<file path="src/rtl/rns_cpu_pkg.sv">
// Shared CPU definitions: opcode constants, fetch FSM states, default widths,
// and packed bundles for the decoded jump controls and the ALU flags.
package rns_cpu_pkg;

  localparam int ADDR_W_DEF  = 10;
  localparam int INSTR_W_DEF = 16;

  localparam logic [4:0] OP_JMP   = 5'b00111;
  localparam logic [4:0] OP_JMPGT = 5'b01110;
  localparam logic [4:0] OP_JMPLT = 5'b01111;
  localparam logic [4:0] OP_JMPEQ = 5'b10000;
  localparam logic [4:0] OP_JMPC  = 5'b10001;

  typedef enum logic [2:0] {
    ST_IDLE,
    ST_FETCH,
    ST_WAIT,
    ST_ISSUE,
    ST_EXEC
  } fetch_state_e;

  typedef struct packed {
    logic jump_true;
    logic uncond;
    logic gt;
    logic lt;
    logic eq;
    logic carry;
  } jump_ctl_t;

  typedef struct packed {
    logic gt;
    logic lt;
    logic eq;
    logic carry;
  } alu_flags_t;

endpackage

</file>
<file path="src/rtl/branch_resolve.sv">
// Combinational next-PC resolution.
//   ctl         decoded jump controls
//   flags       registered ALU flags
//   pc          address of the instruction that just executed
//   branch_addr decoded jump target
//   taken       jump is taken
//   next_pc     branch_addr when taken, else pc+1 (wraps at 2^ADDR_W)
module branch_resolve
  import rns_cpu_pkg::*;
#(
  parameter int ADDR_W = ADDR_W_DEF
) (
  input  jump_ctl_t         ctl,
  input  alu_flags_t        flags,
  input  logic [ADDR_W-1:0] pc,
  input  logic [ADDR_W-1:0] branch_addr,
  output logic              taken,
  output logic [ADDR_W-1:0] next_pc
);

  logic cond_hit;

  // jump_true gates everything; any matching condition bit is enough.
  assign cond_hit = ctl.uncond
                  | (ctl.gt    & flags.gt)
                  | (ctl.lt    & flags.lt)
                  | (ctl.eq    & flags.eq)
                  | (ctl.carry & flags.carry);
  assign taken    = ctl.jump_true & cond_hit;
  assign next_pc  = taken ? branch_addr : pc + 1'b1;

endmodule

</file>
<file path="src/rtl/instr_fetch_unit.sv">
// Instruction fetch unit: owns the PC, reads instruction memory (one
// outstanding request), issues one instruction to the decoder with a
// valid/ready handshake, waits for execute completion, then resolves the
// next PC from the jump controls and ALU flags.
//   clk, rst_n                 clock, async active-low reset
//   run                        fetch enable (sampled in IDLE and on exec_done)
//   imem_req/addr              one-cycle read strobe, address = pc
//   imem_rvalid/rdata          read response, any latency >= 1
//   instruction/instr_valid    held instruction to decoder
//   instr_ready                decoder accepts
//   pc_out                     address of the held instruction
//   exec_done                  held instruction finished, flags valid
//   jump_*, branch_addr        decoded jump controls / target
//   flag_*                     ALU flags
//   retired_count              exec_done pulses taken in EXEC, wraps
module instr_fetch_unit
  import rns_cpu_pkg::*;
#(
  parameter int                ADDR_W   = ADDR_W_DEF,
  parameter int                INSTR_W  = INSTR_W_DEF,
  parameter logic [ADDR_W-1:0] RESET_PC = '0
) (
  input  logic               clk,
  input  logic               rst_n,
  input  logic               run,
  output logic               imem_req,
  output logic [ADDR_W-1:0]  imem_addr,
  input  logic               imem_rvalid,
  input  logic [INSTR_W-1:0] imem_rdata,
  output logic [INSTR_W-1:0] instruction,
  output logic               instr_valid,
  input  logic               instr_ready,
  output logic [ADDR_W-1:0]  pc_out,
  input  logic               exec_done,
  input  logic               jump_true,
  input  logic               unconditional_jump,
  input  logic               jump_gt,
  input  logic               jump_lt,
  input  logic               jump_eq,
  input  logic               jump_carry,
  input  logic [ADDR_W-1:0]  branch_addr,
  input  logic               flag_gt,
  input  logic               flag_lt,
  input  logic               flag_eq,
  input  logic               flag_carry,
  output logic [15:0]        retired_count
);

  fetch_state_e      state, state_nxt;
  logic [ADDR_W-1:0] pc;
  logic [ADDR_W-1:0] next_pc;
  logic              taken;
  jump_ctl_t         ctl;
  alu_flags_t        flags;
  logic              retire;

  assign ctl   = '{jump_true: jump_true, uncond: unconditional_jump, gt: jump_gt,
                   lt: jump_lt, eq: jump_eq, carry: jump_carry};
  assign flags = '{gt: flag_gt, lt: flag_lt, eq: flag_eq, carry: flag_carry};

  branch_resolve #(.ADDR_W(ADDR_W)) u_br (
    .ctl         (ctl),
    .flags       (flags),
    .pc          (pc),
    .branch_addr (branch_addr),
    .taken       (taken),
    .next_pc     (next_pc)
  );

  assign retire = (state == ST_EXEC) && exec_done;

  always_comb begin
    state_nxt = state;
    case (state)
      ST_IDLE:  if (run) state_nxt = ST_FETCH;
      ST_FETCH: state_nxt = ST_WAIT;
      ST_WAIT:  if (imem_rvalid) state_nxt = ST_ISSUE;
      ST_ISSUE: if (instr_ready) state_nxt = ST_EXEC;
      ST_EXEC:  if (exec_done) state_nxt = run ? ST_FETCH : ST_IDLE;
      default:  state_nxt = ST_IDLE;
    endcase
  end

  always_ff @(posedge clk or negedge rst_n) begin
    if (!rst_n) begin
      state         <= ST_IDLE;
      pc            <= RESET_PC;
      instruction   <= '0;
      retired_count <= '0;
    end else begin
      state <= state_nxt;
      if (state == ST_WAIT && imem_rvalid) instruction <= imem_rdata;
      if (retire) begin
        pc            <= next_pc;
        retired_count <= retired_count + 16'd1;
      end
    end
  end

  // Outputs decode straight from the registered state so the strobe lasts
  // exactly the FETCH cycle and valid drops the cycle after the handshake.
  assign imem_req    = (state == ST_FETCH);
  assign imem_addr   = pc;
  assign instr_valid = (state == ST_ISSUE);
  assign pc_out      = pc;

  logic unused_taken;
  assign unused_taken = taken;

endmodule

</file>
<file path="config.mk">
export PLATFORM = sky130hd
export DESIGN_NAME = instr_fetch_unit
export DESIGN_NICKNAME = d
export VERILOG_FILES = /design/src/rtl/rns_cpu_pkg.sv /design/src/rtl/branch_resolve.sv /design/src/rtl/instr_fetch_unit.sv
export SDC_FILE = /design/constraint.sdc
export NUM_CORES = 1
export LEC_CHECK = 0
export ABC_AREA = 1
export CORE_ASPECT_RATIO = 0.8
export CORE_UTILIZATION = 44
export DETAILED_ROUTE_END_ITERATION = 7
export PLACE_DENSITY = 0.85
export SYNTH_ARGS = -nofsm -noshare
export SYNTH_HDL_FRONTEND = slang
export SYNTH_SLANG_ARGS = --single-unit
</file>
<file path="constraint.sdc">
create_clock -name clk -period 1.6 [get_ports clk]
set_input_delay 0.32 -clock clk [delete_from_list [all_inputs] [get_ports clk]]
set_output_delay 0.32 -clock clk [all_outputs]
set_load 0.02 [all_outputs]
</file>
=== Word level (Yosys, flattened, before mapping) ===
Index checks and enable logic that the tools add are counted.

* Muxes and demuxes: 7
* Reduce and logical (&&, ||, !) cells: 4
* Add/subtract/negate cells: 2
* Equal/unequal tests: 8
* Bitwise gates (word level): 9

{| class="wikitable"
|+ Operators by type and width
! operator !! count
|-
| $add 16x1->16 const B || 1
|-
| $pmux 3 s5 || 1
|-
| $mux 3 || 4
|-
| $add 10x1->10 const B || 1
|-
| $mux 10 || 1
|-
| $eq 3x2->1 const B || 2
|-
| $ne 2x2->1 const B || 3
|-
| $and 1x1->1 || 5
|-
| $or 1x1->1 || 4
|-
| $reduce_and 4->1 || 1
|-
| $eq 3x1->1 const B || 1
|-
| $eq 3x3->1 const B || 1
|-
| $logic_not 3->1 || 1
|-
| $logic_and 1x1->1 || 2
|-
| $ne 2x1->1 const B || 1
|-
| $mux 1 || 1
|}

* Output and inout port bits: 54
* Input bits: 42
* Register bits: 45

=== Logic depth before layout (Yosys ltp) ===
Gate-level depths: netlist (run 1).

* Word-level depth: 7
* Gate-level depth with buffers: 10
* Gate-level depth less buffers: 9

=== Cells and area by module ===
Synthesis (run 1) repeated with hierarchy kept, for this count alone.

* Cells, all modules: 335
* Area total of the unflattened synthesis: 2492.4 µm²

{| class="wikitable"
|+ By module, submodules not included
! module !! area each (µm²) !! cells each !! instances !! seq. area each (µm²)
|-
| instr_fetch_unit || 2114.5 || 252 || 1 || 1126.1
|-
| branch_resolve || 377.9 || 83 || 1 || 0.0
|}

=== Least setup slack after synthesis (run 1) ===
Ideal clock, no wire load.

* Path type: register -> register
* Start point: reg retired_count[1]
* End point: reg retired_count[12]
* Library setup time: 0.113 ns
* Cell stages (with the launch flop): 9
* Path buffers: 0
* Setup slack: 0.171 ns
* Arrival: 1.316 ns
* Clock period less this slack: 1.429 ns
* Path through: dfrtp_1 -> ha_1 -> inv_1 -> nor2_1 -> nand4_1 -> nor2_1 -> nand3_1 -> nand2_1 -> inv_1

* Longest elaborated chain between the ends: 1

{| class="wikitable"
|+ Ends and longest elaborated chain
! what !! RTL line !! RTL
|-
| start: declaration || instr_fetch_unit.sv:46 || <nowiki>output logic [15:0] retired_count</nowiki>
|-
| start signal: assignment || instr_fetch_unit.sv:95 || <nowiki>retired_count <= retired_count + 16'd1;</nowiki>
|-
| $add 16x1->16 || instr_fetch_unit.sv:95 ||
|}

Every way passes these cells.
A chain may end at the register's enable or synchronous reset.

=== Worst setup path after layout (run 1) ===
* Start point: reg retired_count[1]
* End point: out retired_count[1]

No word-level cell between the ends.

==> results of run 1 <==
==> final cells by class <==
class                           instances  area (um2)
Inverter                               32         120
Tap cell                               78        97.6
Clock inverter                          1        7.51
Multi-Input combinational cell        207        1160
Fill cell                             462        1800
Clock buffer                            7        76.3
Timing Repair Buffer                  116        1100
Sequential cell                        45        1130
==> sequential cells by signal (all words and copies together) (netlist names) <==
| signal | count |
|---|---|
| imem_addr | 10 |
| instruction | 16 |
| retired_count | 16 |
| state | 3 |
==> synth_stat cells, drive strengths merged <==
cell type and instances:
nand3 29, o21ai 9, nand2 96, buf 13, clkbuf 3, xor2 10, inv 32, a21oi 3
nor3 4, xnor2 2, o21a 1, nand4 3, nor2 26, ha 2, dfrtp 45, mux2 16
nand3b 6
==> cells by family (layout without fill, tap and decap cells) <==
family | after synthesis | after routing
AO/OA/AOI/OAI | 13 | 13
XOR/XNOR | 12 | 12
adder cells (fa/ha/maj) | 2 | 2
buffers and inverters | 48 | 156
flip-flops | 45 | 45
multiplexers | 16 | 16
AND/OR/NAND/NOR | 164 | 164
==> metal layers <==
metal	global-route usage (%)	up-vias
met5	0	-
li1	-	1150
met3	6.67	0
met1	27.7	1048
met2	34.6	91
met4	4.07	0
==> through the flow <==
step,power (W),TNS [ns],instances
3_3_place_gp,0.00493,-0.0691,475
5_1_grt,0.00578,0,486
3_5_place_dp,0.00501,-0.552,475
2_1_floorplan,0.00370,0,300
6_report,0.00542,0,486
4_1_cts,0.00548,0,484
==> worst max path at each step <==
stage	cells after the start	end	slack [ns]
after floorplan	8	retired_count[12]	0.17
after global placement	8	retired_count[14]	-0.02
after detailed placement	8	retired_count[14]	-0.05
after CTS	1	instruction[4]	0.0006
after global routing	9	retired_count[11]	0.01
final	2	retired_count[1]	0.13
==> timing repair <==
| item | CTS | global route |
|---|---|---|
| hold endpoints to repair | 9 | 0 |
| hold buffers | 1 | 0 |
| pin swaps | 0 | 3 |
| setup endpoints to repair | 41 | 34 |
| setup buffers | 0 | 2 |
| resized for setup | 45 | 18 |
==> critical path, delay by kind of cell, from the launching register on <==
kind     cells  cell delay, ns
buf+inv      2            0.46
flops        1            0.40
==> power by group through the flow <==
stage / logic, W / clock network [W] / registers (W)
floorplan: 0.00135 / 0 / 0.00236
global placement: 0.00299 / 0 / 0.00194
detailed placement: 0.00307 / 0 / 0.00194
CTS: 0.00285 / 0.000711 / 0.00193
global route: 0.00306 / 0.000749 / 0.00198
finish: 0.00282 / 0.000684 / 0.00191
==> results.json, run 1 <==
{
  "route.final.wire_length_um": 5960,
  "fraction_of_layout_cells_with_a_size_suffix_above_1_pct": 14.0,
  "powerDensity_nw_per_um2": 1470,
  "finish.instance_area_um2": 3700,
  "cts.clk_slew.worst_paths_ns": 0.09,
  "r2r_setup_slk_ns": 0.13,
  "core.rowCount": 24,
  "max_cap_viol_count": 0,
  "boundaryPins": 96,
  "rsz_0062_raised_after_global_routing": "no",
  "p_sw_w": 0.00225,
  "critical_path_required_ns": 1.28,
  "synth-seq-cells": 45,
  "reported_leakage_power_nw": 2.03,
  "clock_tree.buffer_depth": 2,
  "tightestPinTransition_ns": 0.269,
  "path_class": "register to primary output",
  "combPwrFrac_pct": 52.1,
  "synth_top_cells_by_area": "sky130_fd_sc_hd__dfrtp_1 45%, sky130_fd_sc_hd__nand2_1 14%, sky130_fd_sc_hd__mux2_4 6.0%, sky130_fd_sc_hd__nand3_1 5.4%, sky130_fd_sc_hd__inv_1 4.8%",
  "min_delay_path_depth": 1,
  "drt_first_pass_iters": 4,
  "vias_per_cell": 4.71,
  "start_kind": "register",
  "yosysUniqueCellTypes": 26,
  "initial_cell_density_of_the_core_pct": 45.8,
  "route.vias.total": 2289,
  "final_cell_mix": "95 x sky130_fd_sc_hd__nand2_1, 45 x sky130_fd_sc_hd__dfrtp_1, 40 x sky130_fd_sc_hd__clkdlybuf4s50_1",
  "port_buffers": 95,
  "cp_cell_sequence": "buf_4, dlygate4sd2_1",
  "wl_met2_um": 2860,
  "clock_latency_ns": 0.29,
  "drt_drc_violations_left": 0,
  "worst_hold_class": "register to register",
  "wl_met1_um": 2610,
  "antenna_found_initial": 0,
  "finalNetCount": 451,
  "tritoncts": "yes",
  "critPathCaptureType": "primary output",
  "p_clk_share_pct": 12.6,
  "period_minus_slack_ns": 1.47,
  "endpoint_of_the_worst_slack_reg_to_reg_timing_path": "retired_count[11]",
  "grt_pass1_wl_um": 10100,
  "yosys-mux-area-fraction_pct": 8.64,
  "mappedNetlistNets": 344,
  "critical_path.max_fanout": 4,
  "cp_data_arrival_time_ns": 1.15,
  "post_synth_xor_area_fraction_pct": 4.17,
  "route.top_layer_used": "met3",
  "area_growth_syn_to_layout_pct": 46.7,
  "reg2reg_from": "state[1]",
  "die-width_um": 86.6,
  "finalWorstSetupSlack_ns": 0.128,
  "synthesis.area_per_instance_um2": 8.40,
  "postPlaceCellArea_um2": 3600,
  "synth_top_family_by_area": "simple AND/OR/NAND/NOR gates",
  "detail-route-antenna-nets": 0,
  "switching_share_pct": 41.5,
  "min_period_over_period_pct": 92.0,
  "place_worst_setup_slack_ns": -0.0497,
  "netlist.top_cell.by_area": "sky130_fd_sc_hd__dfrtp_1",
  "finalHoldViolCount": 0,
  "max_slew_margin_pct": 82.0,
  "run_status": "finished clean",
  "all_layer_gr_usage_pct": 21.2,
  "syn-cell-area_um2": 2520,
  "grt_start_max_net_pins": 46,
  "hold_path.startpoint": "instruction[7]",
  "worstHoldEndpoint": "instruction[7]",
  "timing_max_transition_violations_final": 0,
  "cts_sinks": 45,
  "dp_hpwl_um": 4560,
  "post_synth_and_or_nand_nor_area_fraction_pct": 29.5,
  "report.final.setup_viol": 0,
  "biggest_cell_delay_along_the_critical_path_ns": 0.40,
  "most_frequent_standard_cell_in_the_layout_excluding_fill_and_tap_cells": "sky130_fd_sc_hd__nand2_1",
  "synthAdderAreaFrac_pct": 0.994,
  "worst_clock_skew_ns": 0.0101,
  "initialDrtViolationCount": 133,
  "coreArea_um2": 5500,
  "utilization_pct": 67.3,
  "synth.yosys.seq_area_share_pct": 44.7,
  "p_int_w": 0.00317,
  "fin_hold_ws_ns": 0.503,
  "via_count_of_the_first_global_routing_pass": 2264,
  "overflow": 0,
  "netlist.area_leader.share_pct": 44.7,
  "power_frac_seq_pct": 35.3,
  "ys_warn_count": 0,
  "synth-compound-area-share_pct": 2.68,
  "dieArea_um2": 6030,
  "power.ir.vdd_worst_uv": 886,
  "cts_made_buffers": 5,
  "synthCells": 300,
  "fmaxAchievable_ghz": 0.679,
  "dr_wl_met3_um": 489,
  "critical_path.slowest_cell": "sky130_fd_sc_hd__dfrtp_1",
  "ff2ff_path_depth": 9,
  "dieHeight_um": 69.7,
  "post_drt_wl_per_cell_um": 12.3,
  "worstSetupStartpoint": "retired_count[1]",
  "clock_tree.htree_level_count": 2,
  "gpl.final_weighted_congestion": 0.819,
  "insertedDiodeCount": 0,
  "cts-root-buf": "sky130_fd_sc_hd__clkbuf_8"
}
No activity file was read; power rests on OpenSTA's default activity.
==> run 2, diff against run 1 <==
- GPL_ROUTABILITY_DRIVEN: not set -> 0
- MAX_ROUTING_LAYER: not set -> met4
==> run 2 against run 1 <==
Critical path depth unchanged. Power about the same. Clock power about the same. Global-route usage is 0.61 points higher. Final area is the same. Wire length increased by 0.27%. Highest routed layer is now met4. Sequential share of layout area is the same. Count of clock-buffer cells in the layout did not move. Non-clock buffer count did not move.
==> results.json, run 2 (synthesis results as in run 1) <==
{
  "clock_tree.htree_level_count": 2,
  "fmaxAchievable_ghz": 0.679,
  "n_fill_cell": 462,
  "initial_cell_density_of_the_core_pct": 45.8,
  "period_minus_slack_ns": 1.47,
  "final_cell_mix": "95 x sky130_fd_sc_hd__nand2_1, 45 x sky130_fd_sc_hd__dfrtp_1, 40 x sky130_fd_sc_hd__clkdlybuf4s50_1",
  "boundaryPins": 96,
  "area_growth_syn_to_layout_pct": 46.7,
  "max_cap_viol_count": 0,
  "vias_per_cell": 4.72,
  "finalNetCount": 451,
  "dieArea_um2": 6030,
  "overflow": 0,
  "most_frequent_standard_cell_in_the_layout_excluding_fill_and_tap_cells": "sky130_fd_sc_hd__nand2_1",
  "dieHeight_um": 69.7,
  "multiInputGateArea_um2": 1160,
  "path_class": "register to primary output",
  "drt_drc_violations_left": 0,
  "cts.clk_slew.worst_paths_ns": 0.09,
  "worst_hold_class": "register to register",
  "powerDensity_nw_per_um2": 1470,
  "grt_start_max_net_pins": 46,
  "insertedDiodeCount": 0,
  "post_drt_wl_per_cell_um": 12.3,
  "cts_made_buffers": 5,
  "min_period_over_period_pct": 92.0,
  "cts-root-buf": "sky130_fd_sc_hd__clkbuf_8",
  "r2r_setup_slk_ns": 0.13,
  "seq_area_um2": 1130,
  "all_layer_gr_usage_pct": 21.8,
  "cts_sinks": 45,
  "tritoncts": "yes",
  "report.final.setup_viol": 0,
  "drt_first_pass_iters": 4,
  "tightestPinTransition_ns": 0.270,
  "finalHoldViolCount": 0,
  "timing_max_transition_violations_final": 0,
  "worst_clock_skew_ns": 0.0103,
  "port_buffers": 95,
  "dp_hpwl_um": 4560,
  "fraction_of_layout_cells_with_a_size_suffix_above_1_pct": 14.0,
  "run_status": "finished clean",
  "route.final.wire_length_um": 5970,
  "fin_hold_ws_ns": 0.503,
  "antenna_found_initial": 0,
  "coreArea_um2": 5500,
  "detail-route-antenna-nets": 0,
  "critical_path_required_ns": 1.28,
  "clock_tree.buffer_depth": 2,
  "max_slew_margin_pct": 81.9,
  "core.rowCount": 24,
  "reported_leakage_power_nw": 2.03,
  "clock_latency_ns": 0.29,
  "die-width_um": 86.6,
  "rsz_0062_raised_after_global_routing": "no",
  "grt_pass1_wl_um": 10100,
  "critical_path.max_fanout": 4,
  "via_count_of_the_first_global_routing_pass": 2262,
  "power.ir.vdd_worst_uv": 888,
  "critPathCaptureType": "primary output",
  "start_kind": "register",
  "placedCellCount": 475,
  "cp_data_arrival_time_ns": 1.15,
  "layout.cells.non_filler": 486,
  "initialDrtViolationCount": 134,
  "route.vias.total": 2296
}
[run 2: path summary, 6_finish.rpt]
path,to,start,cells past startpoint
worst max-delay path,retired_count[1],retired_count[1],2
worst min-delay path,instruction[7],instruction[7],1
worst max register to register,retired_count[11],state[1],9
worst min register to register,instruction[7],instruction[7],1
max in group asynchronous,imem_addr[2],rst_n,3
min in group asynchronous,instruction[6],rst_n,3
[run 2: per-stage QoR]
stage / total power [W] / utilization [%] / cell area [um2] / TNS (ns) / setup WS (ns)
5_1_grt: 0.00578 / 67.3 / 3700 / 0 / 0.0108
2_1_floorplan: 0.00370 / - / 2520 / 0 / 0.171
3_3_place_gp: 0.00493 / 65.4 / 3600 / -0.0691 / -0.0235
4_1_cts: 0.00548 / 66.3 / 3640 / 0 / 0.000630
6_report: 0.00542 / 67.3 / 3700 / 0 / 0.127
3_5_place_dp: 0.00501 / 65.4 / 3600 / -0.552 / -0.0497
[run 2: worst max-delay path, cell delays in order, from the launching register on]
cell and delay, ns:
sky130_fd_sc_hd__dfrtp_1 0.40, sky130_fd_sc_hd__buf_4 0.15, sky130_fd_sc_hd__dlygate4sd2_1 0.31
[run 2: where the power goes]
part	total, W	internal [W]	leakage, nW	switching (W)
registers	0.00191	0.00154	0.563	0.000375
logic	0.00282	0.00132	1.43	0.00150
clock network	0.000684	0.000310	0.0385	0.000375
total	0.00542	0.00317	2.03	0.00225
[run 2: metal layers]
layer  GRT usage, %  vias to the layer above  wire (um)
met4           4.07                        0         17
met5              -                        -          0
met2           34.6                       86       2860
met3           6.07                        2        437
li1               -                     1150          -
met1           28.1                     1058       2660
[run 2: layout make-up]
type | count | area share, %
multi-input cells | 207 | 31.5
flip-flops and latches | 45 | 30.5
repair buffers | 116 | 29.9
inverters | 32 | 3.25
well taps | 78 | 2.64
clock buffers | 7 | 2.06
clock inverters | 1 | 0.203
[run 2: what timing repair did]
item / in CTS / in global routing
hold buffers: 1 / 0
endpoints found under the hold margin: 9 / 0
endpoints found under the setup margin: 41 / 34
setup buffers: 0 / 2
gates resized for setup: 45 / 18
pin swaps: 0 / 3
==> run 3, diff against run 2 <==
- CORE_MARGIN: not set -> 2
- CORE_UTILIZATION: 44 -> 63
- DONT_BUFFER_PORTS: not set -> 1
- PLACE_DENSITY: 0.85 -> 0.84
==> run 3 against run 2 <==
Worst setup slack worse by 0.049 ns. Combinational power is 32% lower. Final area is 23% lower. First-iteration DRC count is 26% higher. Hold slack worse by 0.34 ns. Power is 5.4% lower. Sequential power is 16% higher. Maximum frequency is 3.2% lower.
==> results.json, run 3 (synthesis results as in run 1) <==
{
  "timing_max_transition_violations_final": 0,
  "max_cap_viol_count": 0,
  "clock_tree.htree_level_count": 2,
  "grt_start_max_net_pins": 46,
  "cts.clk_slew.worst_paths_ns": 0.08,
  "fraction_of_layout_cells_with_a_size_suffix_above_1_pct": 20.0,
  "worst_hold_class": "primary input to register",
  "max_slew_margin_pct": 70.5,
  "coreArea_um2": 3830,
  "core.rowCount": 20,
  "fmaxAchievable_ghz": 0.657,
  "multiInputGateArea_um2": 1170,
  "rsz_0062_raised_after_global_routing": "no",
  "cp_data_arrival_time_ns": 1.20,
  "detail-route-antenna-nets": 0,
  "finalHoldViolCount": 0,
  "tritoncts": "yes",
  "timing.critical_path.buf_inv": 1,
  "most_frequent_standard_cell_in_the_layout_excluding_fill_and_tap_cells": "sky130_fd_sc_hd__nand2_1",
  "grt_pass1_wl_um": 8710,
  "die-width_um": 74.7,
  "cpLargestDelayFamily": "flip-flops",
  "worst_clock_skew_ns": 0.00504,
  "post_drt_wl_per_cell_um": 14.3,
  "antenna_found_initial": 0,
  "vias_per_cell": 5.41,
  "area_growth_syn_to_layout_pct": 13.4,
  "seq_area_um2": 1130,
  "powerDensity_nw_per_um2": 1800,
  "cp_cell_sequence": "inv_1, nand2_1, nor2_4",
  "port_buffers": 0,
  "critPathCaptureType": "primary output",
  "biggest_cell_delay_along_the_critical_path_ns": 0.45,
  "via_count_of_the_first_global_routing_pass": 2001,
  "overflow": 0,
  "cts_made_buffers": 5,
  "clock_tree.buffer_depth": 2,
  "report.final.setup_viol": 0,
  "run_status": "finished clean",
  "setup-tns-final_ns": 0,
  "reported_leakage_power_nw": 1.49,
  "initialDrtViolationCount": 169,
  "route.vias.total": 2028,
  "dieHeight_um": 60.6,
  "tightestPinTransition_ns": 0.442,
  "insertedDiodeCount": 0,
  "critical_path.slowest_cell": "sky130_fd_sc_hd__dfrtp_1",
  "period_minus_slack_ns": 1.52,
  "final_cell_mix": "95 x sky130_fd_sc_hd__nand2_1, 44 x sky130_fd_sc_hd__dfrtp_1, 31 x sky130_fd_sc_hd__inv_1",
  "boundaryPins": 96,
  "finalNetCount": 363,
  "route.final.wire_length_um": 5360,
  "all_layer_gr_usage_pct": 26.6,
  "path_class": "register to primary output",
  "clock_latency_ns": 0.30,
  "dp_hpwl_um": 3980,
  "cts_sinks": 45,
  "critical_path_required_ns": 1.28,
  "power.ir.vdd_worst_uv": 1170,
  "start_kind": "register",
  "drt_drc_violations_left": 0,
  "n_fill_cell": 304,
  "fin_hold_ws_ns": 0.166,
  "initial_cell_density_of_the_core_pct": 65.8,
  "critical_path.max_fanout": 4,
  "drt_first_pass_iters": 4,
  "cts-root-buf": "sky130_fd_sc_hd__clkbuf_8",
  "min_period_over_period_pct": 95.1,
  "dieArea_um2": 4520
}
[run 3: cell count changes in the layout (fill, tap and decap cells not counted), moves of 2 or more]
cell	change
sky130_fd_sc_hd__buf_12	-2
sky130_fd_sc_hd__nor2_2	-2
sky130_fd_sc_hd__buf_2	-3
sky130_fd_sc_hd__clkbuf_1	-2
sky130_fd_sc_hd__nor2_4	+2
sky130_fd_sc_hd__buf_4	+8
sky130_fd_sc_hd__dlymetal6s2s_1	-13
sky130_fd_sc_hd__dlygate4sd2_1	-39
sky130_fd_sc_hd__bufinv_16	+2
sky130_fd_sc_hd__clkdlybuf4s50_1	-40
[run 3: path summary, 6_finish.rpt]
kind	start	to	slack, ns	cells after the start
worst max-delay path	state[2]	imem_req	0.08	3
worst min-delay path	imem_rdata[12]	instruction[12]	0.17	1
worst max register to register	state[0]	retired_count[11]	0.12	8
worst min register to register	retired_count[3]	retired_count[3]	0.54	1
max in group asynchronous	rst_n	state[0]	0.86	2
min in group asynchronous	rst_n	imem_addr[7]	0.53	2
[run 3: through the flow]
stage	utilization [%]	setup slack [ns]	power [W]	cells	cell area, um2
after global routing	74.6	0.00567	0.00543	375	2860
after detailed placement	69.7	0.117	0.00407	365	2670
after floorplan	-	0.171	0.00370	300	2520
final	74.6	0.0786	0.00513	375	2860
after global placement	69.7	0.181	0.00399	365	2670
after CTS	74.2	0.0332	0.00512	375	2840
[run 3: where the power goes]
group | internal (W) | switching (W) | total, W
Clock | 0.000620 | 0.000384 | 0.00100
Sequential | 0.00154 | 0.000674 | 0.00221
Combinational | 0.000802 | 0.00111 | 0.00191
Total | 0.00296 | 0.00217 | 0.00513
[run 3: cell type report]
class	instances	share of cell area, %
Clock buffer	5	2.41
Inverter	32	4.20
Clock inverter	3	2.28
Tap cell	55	2.41
Sequential cell	45	39.5
Timing Repair Buffer	28	8.15
Multi-Input combinational cell	207	41.1
[run 3: routing by layer]
layer / part of all wire (%) / up-vias / track usage, %
met2: 48 / 81 / 41.5
met4: 1.4 / 0 / 11.0
met5: 0 / - / -
li1: - / 978 / -
met3: 8.5 / 9 / 7.14
met1: 42 / 960 / 33.2
[run 3: what timing repair did]
action	4_1_cts	5_1_grt
gates resized for setup	1	5
hold endpoints to repair	45	0
hold buffers	2	0
buffers inserted	0	0
endpoints found under the setup margin	1	4
[run 3: worst reg2reg max path, stage by stage (launching register included)]
cell,delay [ns]
sky130_fd_sc_hd__dfrtp_2,0.48
sky130_fd_sc_hd__nor2_4,0.15
sky130_fd_sc_hd__nand3_4,0.16
sky130_fd_sc_hd__nor2_2,0.16
sky130_fd_sc_hd__nand2_1,0.13
sky130_fd_sc_hd__nor2_4,0.13
sky130_fd_sc_hd__nand2_1,0.07
sky130_fd_sc_hd__nand2_1,0.06
sky130_fd_sc_hd__nand2_1,0.05
==> RTL edit (flow settings as in run 2) <==
Reset style: synchronous (`rst_n`), changed in one clocked block. Comments in the files are not updated.
--- a/src/rtl/instr_fetch_unit.sv
+++ b/src/rtl/instr_fetch_unit.sv
@@ -82,5 +82,5 @@
   end
 
-  always_ff @(posedge clk or negedge rst_n) begin
+  always_ff @(posedge clk) begin
     if (!rst_n) begin
       state         <= ST_IDLE;
Formal check against the unedited RTL: differs if rst_n is asserted again (counterexample within 4 cycles, from zero or initial values and one cycle with rst_n low); with rst_n held inactive, the same outputs for 10 cycles.
==> RTL edit against run 2 <==
- the run now ends with DRC left
- sequential cell count unchanged
- routed wire length up 11%
- cell area fell by 4.1%
- area after synthesis is 5.7% lower
- critical path type unchanged
- largest cell class unchanged
- sequential share of layout area fell by 5.1 points
- setup slack worse by 95 ps
- global-route usage rose by 2.1 points
- die area down 5.5%
Power is not compared: it rests on default switching activity, and its combinational part moved more than twofold at a synthesized area within 25%.
==> RTL edit: results (changes against run 2) <==
* Status: finished with violations
* Failing checks: DRC
* GR met2 Demand/Resource at 0.425 (+0.0795)
* DP Worst Slack at -141 ps (-91.1 ps)
* M1 wire length at 2960 um (+11%)
* Slowest CP cell: clkdlybuf4s50_1
* Reg2reg start: retired_count[0]
* Mux contribution to synthesized area at 0 (-0.0864)
* Worst r2r dst: retired_count[10]
* CP endpoint: instruction[15]
* Post-Syn Nets at 395 (+15%)
* Routed length per instance at 12.8 um (+4.3%)
* Cell area after placement at 0.00346 mm2 (-3.9%)
* Top cells by count, synth: 92 x nand2_1, 45 x dfxtp_1, 37 x nand3_1
* CP max FO at 2 (-2)
* Largest net degree at the start of global routing at 17 (-63%)
* Arrival @ worst endpoint at 1250 ps (+100 ps)
* Proportion of layout cells with a drive suffix above 1 at 0.114 (-0.0254)
* Compound-cell area share of the yosys netlist at 0.111 (+0.0843)
* Post-DP HPWL at 4870 um (+6.9%)
* Nets@finish at 499 (+11%)
* Overall Global Routing Usage at 0.239 (+0.0209)
* Largest cells by area after synthesis: dfxtp_1 38%, nand2_1 15%, nand3_1 7.8%, a21oi_1 7.6%, inv_1 5.4%
* Synth cell types at 31 (+19%)
* # DRC at 16 (+16)
* Sequential share of the synthesized area at 0.379 (-0.0679)
* Synth async-reset ratio at 0 (-1.00)
* Wire length on met3 at 366 um (-16%)
* Fin crit share at 0.980 (+0.0594)
* Detail Route met2 WL at 3220 um (+13%)
* Critical Path Start: instruction[15]
* GRT met1 Usage at 0.279 (-0.00155)
* Via count at 2615 (+14%)
[RTL edit: cell count changes after synthesis, moves of 3 or more]
cell and delta:
nand3_1 +10, mux2_4 -10, nand4_1 +3, mux2_2 -6, clkbuf_1 +5, dfrtp_1 -45
dfxtp_1 +45, nor2_1 +12, xor2_1 -8, a21oi_1 +33, nand2_1 -3
[RTL edit: stage by stage]
step / cells / setup TNS, ps
final: 517 / 0
after CTS: 517 / 0
after floorplan: 351 / 0
after global routing: 517 / -9.20
after detailed placement: 510 / -845
after global placement: 510 / -376
[RTL edit: power by group through the flow]
stage | clock network [W] | logic, W | registers (W)
after floorplan | 0 | 0.000172 | 0.00121
after global placement | 0 | 0.000401 | 0.00118
after detailed placement | 0 | 0.000410 | 0.00118
after CTS | 0.000733 | 0.000407 | 0.00116
after global routing | 0.000774 | 0.000458 | 0.00116
final | 0.000721 | 0.000423 | 0.00116
[RTL edit: area by class of cell]
cell class / count / area (um2)
inverter: 35 / 131
sequential: 45 / 901
clock buffer: 6 / 82.6
clock inverter: 1 / 7.51
timing repair buffer: 119 / 1110
tap: 62 / 77.6
fill: 439 / 1550
multi-input combinational: 249 / 1240
[RTL edit: timing repair]
item,4_1_cts,5_1_grt
hold buffers,0,0
resized for setup,42,15
endpoints found under the setup margin,35,15
endpoints found under the hold margin,0,0
[RTL edit: worst min-delay path by stage]
stage	start	end	slack (ps)	cells after the start
after global routing	instruction[5]	instruction[5]	480	2
after global placement	instruction[0]	instruction[0]	450	2
final	instruction[10]	instruction[10]	460	2
after floorplan	rst_n	imem_addr[0]	460	2
after CTS	instruction[11]	instruction[11]	470	2
after detailed placement	instruction[11]	instruction[11]	460	2
